===== src/rtl/rho_cim_pkg.sv =====
// Shared types and helpers for the CIM datapath layers.
package rho_cim_pkg;

  localparam int POOL_MAX_DW = 32;

  // Wide signed container; narrower samples are sign-extended into it before comparison.
  typedef logic signed [POOL_MAX_DW-1:0] pool_sample_t;

  function automatic pool_sample_t signed_max(input pool_sample_t a, input pool_sample_t b);
    return (a > b) ? a : b;
  endfunction

endpackage


===== src/rtl/pool_line_buf.sv =====
// Line buffer holding one row of horizontal pair maxima per channel.
// One synchronous write port, one combinational read port.
module pool_line_buf #(
  parameter int DEPTH  = 140,
  parameter int WIDTH  = 2,
  parameter int ADDR_W = 8
) (
  input  logic              clk,
  input  logic              i_we,
  input  logic [ADDR_W-1:0] i_waddr,
  input  logic [WIDTH-1:0]  i_wdata,
  input  logic [ADDR_W-1:0] i_raddr,
  output logic [WIDTH-1:0]  o_rdata
);

  // Contents are not reset: every entry is written on an even row before an odd row reads it.
  logic [WIDTH-1:0] r_mem [DEPTH-1:0];

  always_ff @(posedge clk) begin
    if (i_we) r_mem[i_waddr] <= i_wdata;
  end

  assign o_rdata = r_mem[i_raddr];

endmodule


===== src/rtl/pool_layer.sv =====
// 2x2 stride-2 per-channel max pooling over a channel-interleaved raster stream.
// Define POOL_RELU_EN to clamp negative pooled results to zero.
module pool_layer
  import rho_cim_pkg::*;
#(
  parameter int channels      = 10,
  parameter int img_width     = 28,
  parameter int datatype_size = 2
) (
  input  logic                     clk,
  input  logic                     rst,
  input  logic                     i_valid,
  input  logic [datatype_size-1:0] i_data,
  output logic                     o_busy,
  input  logic                     i_next_busy,
  output logic                     o_ibuf_we      [channels-1:0],
  output logic [datatype_size-1:0] o_ibuf_wr_data [channels-1:0],
  output logic                     o_frame_done
);

  localparam int OUT_W    = img_width / 2;
  localparam int LB_DEPTH = OUT_W * channels;
  localparam int LB_AW    = (LB_DEPTH > 1) ? $clog2(LB_DEPTH) : 1;
  localparam int CH_W     = (channels > 1) ? $clog2(channels) : 1;
  localparam int POS_W    = $clog2(img_width);
  localparam logic [CH_W-1:0]  CH_LAST   = CH_W'(channels - 1);
  localparam logic [POS_W-1:0] POS_LAST  = POS_W'(img_width - 1);
  localparam bit               ODD_WIDTH = (img_width % 2) == 1;

  logic [CH_W-1:0]          r_ch;
  logic [POS_W-1:0]         r_col;
  logic [POS_W-1:0]         r_row;
  logic [datatype_size-1:0] r_hreg [channels-1:0];

  logic                     w_accept;
  logic                     w_discard;
  logic                     w_last;
  logic                     w_lb_we;
  logic [LB_AW-1:0]         w_lb_addr;
  logic [datatype_size-1:0] w_lb_rdata;
  logic [datatype_size-1:0] w_hreg_sel;
  logic [datatype_size-1:0] w_hmax_trunc;
  logic [datatype_size-1:0] w_result;
  pool_sample_t             w_hmax;
  pool_sample_t             w_vmax;

  function automatic pool_sample_t sext(input logic [datatype_size-1:0] v);
    return pool_sample_t'($signed(v));
  endfunction

  assign o_busy    = rst | i_next_busy;
  assign w_accept  = i_valid & ~o_busy;
  // An odd width leaves a trailing column and row that belong to no 2x2 window.
  assign w_discard = ODD_WIDTH && ((r_col == POS_LAST) || (r_row == POS_LAST));
  assign w_last    = (r_ch == CH_LAST) && (r_col == POS_LAST) && (r_row == POS_LAST);
  assign w_lb_we   = w_accept && !w_discard && r_col[0] && !r_row[0];
  assign w_lb_addr = LB_AW'(r_col >> 1) * LB_AW'(channels) + LB_AW'(r_ch);

  always_comb begin
    w_hreg_sel = '0;
    for (int c = 0; c < channels; c++) begin
      if (r_ch == CH_W'(c)) w_hreg_sel = r_hreg[c];
    end
  end

  assign w_hmax       = signed_max(sext(w_hreg_sel), sext(i_data));
  assign w_vmax       = signed_max(w_hmax, sext(w_lb_rdata));
  assign w_hmax_trunc = datatype_size'(w_hmax);
`ifdef POOL_RELU_EN
  assign w_result = (w_vmax < 0) ? '0 : datatype_size'(w_vmax);
`else
  assign w_result = datatype_size'(w_vmax);
`endif

  pool_line_buf #(
    .DEPTH  (LB_DEPTH),
    .WIDTH  (datatype_size),
    .ADDR_W (LB_AW)
  ) u_line_buf (
    .clk     (clk),
    .i_we    (w_lb_we),
    .i_waddr (w_lb_addr),
    .i_wdata (w_hmax_trunc),
    .i_raddr (w_lb_addr),
    .o_rdata (w_lb_rdata)
  );

  always_ff @(posedge clk) begin
    if (rst) begin
      r_ch         <= '0;
      r_col        <= '0;
      r_row        <= '0;
      o_frame_done <= 1'b0;
      for (int c = 0; c < channels; c++) begin
        r_hreg[c]         <= '0;
        o_ibuf_we[c]      <= 1'b0;
        o_ibuf_wr_data[c] <= '0;
      end
    end else begin
      o_frame_done <= w_accept && w_last;
      for (int c = 0; c < channels; c++) begin
        o_ibuf_we[c] <= 1'b0;
        if (w_accept && !w_discard && (r_ch == CH_W'(c))) begin
          if (!r_col[0]) begin
            r_hreg[c] <= i_data;
          end else if (r_row[0]) begin
            o_ibuf_we[c]      <= 1'b1;
            o_ibuf_wr_data[c] <= w_result;
          end
        end
      end
      // Channel wraps into column, column into row; row wraps straight into the next frame.
      if (w_accept) begin
        if (r_ch == CH_LAST) begin
          r_ch <= '0;
          if (r_col == POS_LAST) begin
            r_col <= '0;
            r_row <= (r_row == POS_LAST) ? '0 : r_row + POS_W'(1);
          end else begin
            r_col <= r_col + POS_W'(1);
          end
        end else begin
          r_ch <= r_ch + CH_W'(1);
        end
      end
    end
  end

endmodule


===== config.mk =====
export PLATFORM = sky130hd
export DESIGN_NAME = pool_layer
export DESIGN_NICKNAME = d
export VERILOG_FILES = /design/src/rtl/rho_cim_pkg.sv /design/src/rtl/pool_line_buf.sv /design/src/rtl/pool_layer.sv
export SDC_FILE = /design/constraint.sdc
export NUM_CORES = 1
export LEC_CHECK = 0
export CORE_ASPECT_RATIO = 1.1
export CORE_MARGIN = 1.5
export CORE_UTILIZATION = 30
export CTS_BUF_LIST = sky130_fd_sc_hd__clkbuf_4
export CTS_CLUSTER_DIAMETER = 80
export DETAILED_ROUTE_END_ITERATION = 8
export GPL_ROUTABILITY_DRIVEN = 0
export SYNTH_ARGS = -nofsm -noshare
export SYNTH_HDL_FRONTEND = slang
export SYNTH_SLANG_ARGS = --single-unit

===== constraint.sdc =====
create_clock -name clk -period 9.3 [get_ports clk]
set_input_delay 1.395 -clock clk [delete_from_list [all_inputs] [get_ports clk]]
set_output_delay 1.395 -clock clk [all_outputs]
set_load 0.03 [all_outputs]

==> impl_metrics.csv <==
group,metric,value,unit
critical_path,slowest_stage,"dfxtp_1",
placement,portBuffers,37,
global_routing,grt.total_usage,0.138,
critical_path,max_stage_delay,0.81,ns
synthesis,synthDistinctLibCells,54,
clock_network,clock-sinks,345,
run_status,status,"finished, final reports clean",
clock_network,post_cts_buffers,0,
sta,worst_slew_pin_slew,1.31,ns
power_and_ir_drop,powerDensity,188,mW/mm2
floorplan,start_util,0.305,
clock_network,h-tree-depth,3,
routing,route.final.wire_length,33900,um
synthesis,ys_ff_latch,345,
sta,holdWs,0.496,ns
critical_path,crit_family,"multiplexers",
global_routing,antenna_found_initial,2,
floorplan,dieArea,0.0502,mm2
cells_and_area,layout_common_cells,"edfxtp_1 (300), nor2_1 (191), clkbuf_4 (129)",
global_routing,grt_pass1_vias,8676,
routing,routedWlPerCell,19.7,um
cells_and_area,final_layout_size_suffix_gt1_frac,0.226,
sta,setup_viol,0,
synthesis,ys_warn_count,0,
critical_path,crit_cells,16,
synthesis,synthTopCellsByArea,"edfxtp_1 (62%), mux4_2 (12%), dfxtp_1 (6.2%), nor2_1 (4.9%), mux4_1 (2.0%)",
cells_and_area,layout_commonest_cell,"edfxtp_1",
clock_network,clock_path_buffers,3,
critical_path,path_buf_inv,2,
synthesis,synth-edff-count,300,
floorplan,die_h,235,um
routing,dr_total_vias,8565,
sta,tns,0,ns
synthesis,seq_area_frac_synth,0.677,
cells_and_area,area_growth,14.9,%
critical_path,cp-start-kind,"flip-flop",
synthesis,synthAdderAreaFrac,0.0161,
cells_and_area,n_fill_cell,4663,
sta,fmaxAchievable,170,MHz
critical_path,crit_path_max_fanout,31,
synthesis,synthSimpleGateAreaFrac,0.0960,
power_and_ir_drop,leakagePower,0.00528,uW
synthesis,synth_area_leader_cell,"edfxtp_1",
synthesis,synth_cells,924,
synthesis,synth_xor_xnor_area_share,0.00649,
clock_network,cts_buffers,91,
critical_path,path_class,"reg -> reg",
worst_hold_path,min_path_cells,2,
floorplan,core,0.0480,mm2
clock_network,cts-resized-gates,0,
floorplan,pin_count,38,
synthesis,avgSynthCellArea,15.8,um2
synthesis,synth_top_family_by_area,"multiplexers",
cells_and_area,multi_input_area,0.00451,mm2
power_and_ir_drop,ir_drop,78.5,uV
synthesis,synth_compound_area_frac,0.0295,
clock_network,clkTransAtPathRegs,0.06,ns
floorplan,rows,84,
clock_network,cts_root_buf,"clkbuf_4",
critical_path,crit_arrival,6.47,ns
cells_and_area,fin_nets,1039,
sta,final_hold_viol_count,0,
synthesis,synth_top_area_share,0.615,
sta,fin_crit_sh,0.633,
global_routing,grt_first_pass_wirelength,52300,um
clock_network,cts_tree,"yes",
routing,viasPerCell,4.97,
sta,fin_worst_skew,0.0625,ns
run,drv_cap,0,
critical_path,rr_worst_depth,16,
routing,drc,0,
synthesis,synthFlopType,"edfxtp_1",
routing,ant_nets,0,
routing,drtIter0Drc,691,
cells_and_area,seqCellArea,0.00991,mm2
placement,dp_hpwl,20900,um
clock_network,hold_buffers,0,
sta,slew_viol_final,0,
placement,place_inst,1568,
floorplan,die_w,214,um
worst_hold_path,hp-class,"reg -> reg",
global_routing,grt_max_degree,77,
clock_network,insertion_delay,0.75,ns
global_routing,grt-ovfl-total,0,
routing,dr.pass1.iters,6,
synthesis,syn-num-nets,947,
synthesis,synth.mux.area_fraction,0.157,
synthesis,synth_area,0.0146,mm2
sta,rsz0062_at_grt,"false",
critical_path,critical_path.cell_chain,"ha_4 -> inv_1 -> fa_1 -> xnor2_2 -> buf_4 -> mux4_1 -> mux4_2 -> mux4_2 -> o22a_2 -> o21a_1 -> ha_1 -> a21oi_1 -> nand2_1 -> o21ai_0 -> nand2_1 -> a311oi_1",
sta,period_needed,5.89,ns
sta,slew_headroom,0.126,
cells_and_area,fin_cells,1725,
critical_path,required,9.89,ns
critical_path,critPathCaptureType,"flip-flop",
synthesis,async_flop_share,0,
worst min-delay path, cell delays in order (launching register included):
cell	delay (ns)
dfxtp_1	0.33
mux2i_1	0.06
nor2_1	0.07
final cells by class:
type / instances / area share
clock inverters: 26 / 0.00825
multi-input cells: 520 / 0.268
diodes: 2 / 0.000297
flip-flops and latches: 345 / 0.589
inverters: 11 / 0.00253
clock buffers: 129 / 0.0575
well taps: 645 / 0.0479
repair buffers: 47 / 0.0265
logic make-up (layout without fill, tap and decap cells):
group                    after synthesis  in the layout
flip-flops                           345            345
AO/OA/AOI/OAI                         60             60
XOR/XNOR                              10             10
adder cells (fa/ha/maj)               17             17
buffers and inverters                 59            213
AND/OR/NAND/NOR                      320            320
multiplexers                         113            113
other                                  0              2
worst paths after layout:
kind	start	end	slack, ns
hold / removal	o_ibuf_wr_data[15]	o_ibuf_wr_data[15]	0.50
hold reg to reg	o_ibuf_wr_data[15]	o_ibuf_wr_data[15]	0.50
setup reg to reg	r_ch[1]	o_ibuf_wr_data[2]	3.41
setup / recovery	r_ch[1]	o_ibuf_wr_data[2]	3.41
stage by stage:
| stage | cell area [um2] | power [uW] | utilization | setup slack (ns) |
|---|---|---|---|---|
| 2_1_floorplan | 14600 | 1890 | - | 1.38 |
| 3_3_place_gp | 15700 | 1930 | 0.327 | 3.64 |
| 3_5_place_dp | 15700 | 1940 | 0.327 | 3.48 |
| 4_1_cts | 16800 | 3210 | 0.350 | 3.45 |
| 5_1_grt | 16800 | 3300 | 0.350 | 3.10 |
| 6_report | 16800 | 3170 | 0.350 | 3.41 |
synthesized netlist by cell type, types with 2 or more instances:
cell,instances
nor3_1,15
xor2_1,2
nor2b_1,6
buf_6,2
nor4_1,6
o21bai_1,2
a21o_1,7
a22oi_1,4
inv_1,10
clkbuf_1,32
or2_2,3
buf_2,10
mux4_1,11
nand3b_1,5
nand4_1,2
a31oi_1,2
nor2_1,191
mux4_2,79
or3_1,2
a311oi_1,11
nand2b_1,4
o21ai_0,6
nand2_1,38
a21oi_1,15
fa_1,3
edfxtp_1,300
o31ai_1,2
mux2_2,4
xnor2_1,7
o21a_1,3
buf_1,2
dfxtp_1,45
mux2i_1,19
and2_1,7
ha_1,14
nand3_1,20
and3_1,12
nor3b_1,5
sequential cells by signal, indices dropped and copies added, names as in the netlist:
| name | count |
|---|---|
| u_line_buf.r_mem | 280 |
| r_hreg | 20 |
| o_ibuf_we | 10 |
| o_frame_done | 1 |
| r_row | 5 |
| o_ibuf_wr_data | 20 |
| r_col | 5 |
| r_ch | 4 |
metal layers:
| metal | up-vias | wire length (um) | part of all wire | global-route usage |
|---|---|---|---|---|
| li1 | 3848 | - | - | - |
| met3 | 61 | 2210 | 0.065 | 0.0368 |
| met2 | 314 | 16900 | 0.50 | 0.228 |
| met4 | 0 | 700 | 0.021 | 0.0433 |
| met1 | 4342 | 14100 | 0.42 | 0.176 |
| met5 | - | 0 | 0 | 0 |
where the power goes:
part           total [uW]  internal [uW]  switching [uW]
Clock                1270            664             602
Sequential           1750           1740            3.38
Combinational         154           39.4             114
No activity file was read; power rests on OpenSTA's default activity.
